--- src/rtl/multi_debouncer.sv ---
// rtl/multi_debouncer.sv - N-channel button debouncer with press, release and hold/repeat pulses
module multi_debouncer #(
    parameter int NUM_CH        = 4,
    parameter int DEBOUNCE_WAIT = 8,
    parameter int HOLD_CYCLES   = 1000000,
    parameter int REPEAT_CYCLES = 0,
    parameter int ACTIVE_LOW    = 0
) (
    input  logic              clk,
    input  logic              rst,
    input  logic [NUM_CH-1:0] btn,
    output logic [NUM_CH-1:0] level,
    output logic [NUM_CH-1:0] press_pls,
    output logic [NUM_CH-1:0] release_pls,
    output logic [NUM_CH-1:0] hold_pls
);

    localparam int DW   = $clog2(DEBOUNCE_WAIT + 1);
    localparam int HMAX = (HOLD_CYCLES > REPEAT_CYCLES) ? HOLD_CYCLES : REPEAT_CYCLES;
    localparam int HW   = $clog2(HMAX + 1);

    localparam logic [DW-1:0] DCNT_LAST = DW'(DEBOUNCE_WAIT - 1);
    localparam logic [HW-1:0] HOLD_VAL  = HW'(HOLD_CYCLES);
    localparam logic [HW-1:0] REP_VAL   = HW'(REPEAT_CYCLES);
    localparam logic [HW-1:0] HCNT_ONE  = HW'(1);
    localparam logic          INV       = (ACTIVE_LOW != 0);

    typedef enum logic [1:0] {
        ST_IDLE,
        ST_FIRST,
        ST_REPEAT,
        ST_DONE
    } hold_state_e;

    logic [NUM_CH-1:0] s1_q;
    logic [NUM_CH-1:0] s2_q;

    // Inverting ahead of the synchroniser keeps "1 = pressed" everywhere downstream.
    always_ff @(posedge clk) begin
        if (rst) begin
            s1_q <= '0;
            s2_q <= '0;
        end else begin
            s1_q <= btn ^ {NUM_CH{INV}};
            s2_q <= s1_q;
        end
    end

    for (genvar ch = 0; ch < NUM_CH; ch++) begin : g_ch
        logic [DW-1:0] dcnt_q, dcnt_d;
        logic [HW-1:0] hcnt_q, hcnt_d;
        hold_state_e   state_q, state_d;
        logic          level_q, level_d;
        logic          press_q, press_d;
        logic          rel_q, rel_d;
        logic          hold_q, hold_d;
        logic          accept, rise, fall;

        assign accept = (s2_q[ch] != level_q) && (dcnt_q == DCNT_LAST);
        assign rise   = accept && s2_q[ch];
        assign fall   = accept && !s2_q[ch];

        always_ff @(posedge clk) begin
            if (rst) begin
                dcnt_q  <= '0;
                hcnt_q  <= '0;
                state_q <= ST_IDLE;
                level_q <= 1'b0;
                press_q <= 1'b0;
                rel_q   <= 1'b0;
                hold_q  <= 1'b0;
            end else begin
                dcnt_q  <= dcnt_d;
                hcnt_q  <= hcnt_d;
                state_q <= state_d;
                level_q <= level_d;
                press_q <= press_d;
                rel_q   <= rel_d;
                hold_q  <= hold_d;
            end
        end

        always_comb begin
            dcnt_d  = dcnt_q;
            level_d = level_q;
            state_d = state_q;
            hcnt_d  = hcnt_q;
            if (s2_q[ch] == level_q) begin
                dcnt_d = '0;
            end else if (accept) begin
                dcnt_d  = '0;
                level_d = s2_q[ch];
            end else begin
                dcnt_d = dcnt_q + 1'b1;
            end

            if (fall) begin
                state_d = ST_IDLE;
                hcnt_d  = '0;
            end else begin
                unique case (state_q)
                    ST_IDLE: begin
                        if (rise) begin
                            state_d = ST_FIRST;
                            hcnt_d  = HCNT_ONE;
                        end
                    end
                    ST_FIRST: begin
                        if (hcnt_q == HOLD_VAL) begin
                            state_d = (REPEAT_CYCLES > 0) ? ST_REPEAT : ST_DONE;
                            hcnt_d  = (REPEAT_CYCLES > 0) ? HCNT_ONE : hcnt_q;
                        end else begin
                            hcnt_d = hcnt_q + 1'b1;
                        end
                    end
                    ST_REPEAT: begin
                        hcnt_d = (hcnt_q == REP_VAL) ? HCNT_ONE : hcnt_q + 1'b1;
                    end
                    ST_DONE: begin
                        hcnt_d = hcnt_q;
                    end
                    default: begin
                        state_d = ST_IDLE;
                        hcnt_d  = '0;
                    end
                endcase
            end
        end

        // A hold match on the release edge is dropped so hold never overlaps release.
        always_comb begin
            press_d = rise;
            rel_d   = fall;
            hold_d  = 1'b0;
            if (!fall) begin
                unique case (state_q)
                    ST_FIRST:  hold_d = (hcnt_q == HOLD_VAL);
                    ST_REPEAT: hold_d = (hcnt_q == REP_VAL);
                    default:   hold_d = 1'b0;
                endcase
            end
        end

        assign level[ch]       = level_q;
        assign press_pls[ch]   = press_q;
        assign release_pls[ch] = rel_q;
        assign hold_pls[ch]    = hold_q;
    end

endmodule

--- config.mk ---
export PLATFORM = sky130hd
export DESIGN_NAME = multi_debouncer
export DESIGN_NICKNAME = d
export VERILOG_FILES = /design/src/rtl/multi_debouncer.sv
export SDC_FILE = /design/constraint.sdc
export NUM_CORES = 1
export LEC_CHECK = 0
export CORE_ASPECT_RATIO = 1.75
export CORE_UTILIZATION = 60
export DETAILED_ROUTE_END_ITERATION = 8
export DONT_BUFFER_PORTS = 1
export PLACE_DENSITY = 0.73
export SYNTH_ARGS = -nofsm -noshare
export SYNTH_HDL_FRONTEND = slang
export SYNTH_SLANG_ARGS = --single-unit
--- constraint.sdc ---
create_clock -name clk -period 2.2 [get_ports clk]
set_input_delay 0.44 -clock clk [delete_from_list [all_inputs] [get_ports clk]]
set_output_delay 0.44 -clock clk [all_outputs]
set_load 0.02 [all_outputs]
==> key figures <==
Status
  – Status: finished clean

STA
  – Fmax: roughly 480 MHz
  – Final Skew: between 0.006 and 0.007 ns
  – Final Cycle Share: between 90% and 100%
  – Slew HR: between 60 and 70%
  – Final setup fails: 0
  – Max-slew violations: 0
  – Worst slew pin tran: approximately 0.56 ns
  – Tmin final: 2.08 ns
  – Fin. Hold Viols: 0
  – Worst hold slack: about 0.091 ns

Worst setup path
  – Critical Path End Type: flip-flop
  – Largest stage delay on the critical path: 0.37 ns
  – Setup CP Type: reg -> reg
  – Setup crit start kind: flip-flop
  – Crit path max-delay cell type: dfxtp_1
  – R2r startpoint: g_ch[0].state_q[1]
  – CP max FO: 8
  – Worst path cell trace: inv_1 -> ha_1 -> and4_2 -> nand4_1 -> o211ai_4 -> buf_4 -> nor4_1 -> xnor2_1 -> nor2_1
  – Reg2reg setup slack: 0.12 ns
  – Critical Path AT: 2.39 ns
  – Crit path buf inv count: 2
  – Worst EP required: roughly 2.5 ns
  – R2R cell count: 9
  – Cell family with most CP delay: simple AND/OR/NAND/NOR gates
  – RR Endpoint: g_ch[0].hcnt_q[11]

Placed design
  – GP Congestion: just over 0.9
  – HPWL Detailed: roughly 11000 um
  – Quantity of I/O buffers inserted on ports: 0
  – DP Area: about 0.0068 sq mm
  – Placed cells: about 900

Clock tree
  – Post CTS Setup Buffer Count: 0
  – Worst-Skew Late Latency: approximately 0.42 ns
  – Clk slew on worst S/H paths: approximately 0.05 ns
  – Clock root buffer: clkbuf_16
  – Num Clock Sinks: around 130
  – Clock buffer depth: 2
  – H-tree Lvls: 4
  – CTS Buf Count: 17
  – CTS tree: built
  – Hold-fix buffers, CTS: 0

GRT
  – Initial antenna violation count: 0
  – All-Layer GR Usage: 26.9%
  – Total grt overflow: 0
  – First-pass GRT wire length: 24000 um
  – Largest net degree at the start of global routing: 33
  – Vias in the first global route: 5548

Detailed routing
  – Detail Route Antenna Nets: 0
  – # DRC: 0
  – Iteration-0 DRC Markers: 265
  – Vias post-DR: between 5000 and 6000
  – DR WL/cell: between 15 and 20 um
  – Total iterations of the first detailed-routing run: 5
  – Metal-1 WL: approximately 5600 um
  – Met2 wire length: around 8000 um
  – Post-Route WL: between 10000 and 15000 um
  – Highest metal used: met4
  – Routed wl met3: ~460 um
  – Drt via density: ~6.1

Floorplan
  – Die Width: between 80 and 90 um
  – Initial core utilization: between 60% and 70%
  – # rows: 50
  – Die height: 140 um
  – I/O pin count: 22
  – Core area: 0.0107 sq mm
  – Die footprint: between 0.01 and 0.015 sq mm

Yosys
  – Gate count after technology mapping: between 700 and 800
  – Mapped Area: around 0.0066 sq mm
  – Ys flop type: dfxtp_1
  – Yosys cell types: 67
  – Syn Nets: about 820
  – Share of synthesized registers carrying an async set or reset: 0%
  – Syn. warnings: 0
  – Sequential-to-total area share from yosys stat: slightly below 40%
  – Synth Register Bits: approximately 130
  – Post-synth EDFFs: 0
  – Syn Area/Cell: ~8.4 sq um

Hold path
  – Hold Path Origin: rst
  – Hold crit path type: in -> reg
  – Hold path endpoint: s1_q[1]
  – WHS Path Cells: 1

Layout
  – FILL cells: roughly 830
  – Cell Count, Final, Fillers Out: 937
  – Syn-to-layout area delta: 13.3%
  – Share of cells above drive strength 1: 13.1%
  – Non-Filler Cell Area, Final: roughly 0.0074 sq mm
  – Nets: 830
  – Number of antenna diodes: 0

Job
  – Max_cap viols: 0

Power and ir drop
  – Lkg Pwr: 2.82 nW
  – Peak VDD IR: 0.654 mV
  – Power per Cell Area: 758 mW/mm^2
-- routing by layer --
layer | GRT usage [%] | vias up
met3 | 6.25 | 46
met5 | 0 | -
li1 | - | 2796
met1 | 27.1 | 2696
met2 | 48.8 | 134
met4 | 14.7 | 0
-- state kept, by name (all words and copies together), names as in the netlist --
register and flops:
g_ch.dcnt_q 16, g_ch.hcnt_q 80, g_ch.hold_q 4, g_ch.level_q 4, g_ch.press_q 4, g_ch.rel_q 4, g_ch.state_q 8, s1_q 4
s2_q 4
-- worst register-to-register path: cells and delay by family, from the launching register on --
| family | cells | cell delay [ns] |
|---|---|---|
| and+or+nand+nor | 4 | 0.80 |
| DFF | 1 | 0.37 |
| AOI/OAI and AO/OA | 1 | 0.16 |
| xor gates and xnor gates | 1 | 0.16 |
| buffers and inverters | 2 | 0.29 |
| adders and majority gates | 1 | 0.21 |
-- kinds of logic (layout without fill, tap and decap cells) --
logic type / Yosys count / after routing / share of synthesized area, %
simple gates: 385 / 385 / 31.5
buf+inv: 71 / 96 / 5.56
fa+ha+maj: 28 / 28 / 5.33
compound gates: 117 / 117 / 11.4
flops: 128 / 128 / 39.0
xor+xnor: 46 / 46 / 6.13
mux: 7 / 7 / 1.07
-- cell usage in the layout, fill, tap and decap left out, drive strengths merged, types with 3 or more instances in the layout --
cell type / instances
nor2: 92
nand4: 27
clkbuf: 24
a31oi: 15
o21ai: 31
nor4b: 4
buf: 36
and3: 19
o211a: 4
a21oi: 32
nor3b: 10
xor2: 25
nor2b: 11
o22ai: 4
dfxtp: 128
nand3: 41
and4: 6
or4: 4
or2: 8
and2: 9
nand2: 61
nand3b: 5
mux2i: 7
a211oi: 3
ha: 28
o31ai: 11
clkinv: 3
xnor2: 21
nand2b: 14
nor3: 40
bufinv: 3
inv: 30
or3: 8
a22oi: 3
nor4: 22
o211ai: 5
-- synthesized netlist by cell type, drive strengths merged, types with 2 or more instances --
| cell | instances | area share [%] |
|---|---|---|
| dfxtp | 128 | 39 |
| nor2 | 92 | 5.3 |
| nand2 | 61 | 3.5 |
| nand3 | 41 | 3.1 |
| nor3 | 40 | 3.4 |
| a21oi | 32 | 2.4 |
| buf | 31 | 3.3 |
| o21ai | 31 | 2.5 |
| inv | 30 | 1.7 |
| ha | 28 | 5.3 |
| nand4 | 27 | 2.6 |
| xor2 | 25 | 3.3 |
| nor4 | 22 | 2.4 |
| xnor2 | 21 | 2.8 |
| and3 | 19 | 1.8 |
| a31oi | 15 | 1.5 |
| nand2b | 14 | 1.3 |
| nor2b | 11 | 1.0 |
| o31ai | 11 | 1.3 |
| clkbuf | 10 | 0.59 |
| nor3b | 10 | 1.3 |
| and2 | 9 | 0.88 |
| or2 | 8 | 0.76 |
| or3 | 8 | 0.76 |
| mux2i | 7 | 1.1 |
| and4 | 6 | 0.82 |
| nand3b | 5 | 0.82 |
| o211ai | 5 | 0.80 |
| nor4b | 4 | 0.53 |
| o211a | 4 | 0.61 |
| o22ai | 4 | 0.38 |
| or4 | 4 | 0.51 |
| a211oi | 3 | 0.34 |
| a22oi | 3 | 0.34 |
| a221o | 2 | 0.30 |
| o221ai | 2 | 0.27 |
| or2b | 2 | 0.25 |
-- worst max path at each step --
stage	from	end	slack, ns	depth (start not counted)
after floorplan	g_ch[2].state_q[1]	g_ch[2].hcnt_q[15]	0.23	8
after global placement	g_ch[0].hcnt_q[10]	g_ch[0].hcnt_q[19]	0.07	6
after detailed placement	g_ch[1].state_q[1]	g_ch[1].hcnt_q[17]	-0.01	8
after CTS	g_ch[1].hcnt_q[0]	g_ch[1].hcnt_q[17]	0.02	8
after global routing	g_ch[3].hcnt_q[3]	g_ch[3].hcnt_q[3]	-0.04	7
final	g_ch[0].state_q[1]	g_ch[0].hcnt_q[11]	0.12	9
-- stage by stage --
step	setup WS, ns	TNS (ns)	power [mW]	utilization, %
detailed placement	-0.0119	-0.0146	2.83	63.1
CTS	0.0228	0	5.66	68.9
global route	-0.0387	-0.158	5.85	69.6
finish	0.119	0	5.64	69.6
floorplan	0.233	0	2.73	-
global placement	0.0731	0	2.82	63.1
-- power breakdown --
group          leakage [nW]  switching, mW  internal, mW
Sequential             1.03         0.0257          2.35
Combinational          1.49          0.270         0.160
Clock                 0.296          0.950          1.88
-- what timing repair did --
action / CTS / global route
gates resized for setup: 3 / 16
endpoints found under the hold margin: 0 / 0
cloned: 0 / 0
setup endpoints to repair: 5 / 62
pin swaps: 0 / 0
-- cell type report --
class | count | area, sq um | area share (%)
inverter | 30 | 113 | 1.51
clock inverter | 6 | 105 | 1.41
multi-input combinational | 583 | 3740 | 50.2
clock buffer | 24 | 492 | 6.61
tap | 130 | 163 | 2.19
timing repair buffer | 36 | 270 | 3.63
sequential | 128 | 2560 | 34.4
Power figures use the tool's default switching activity.
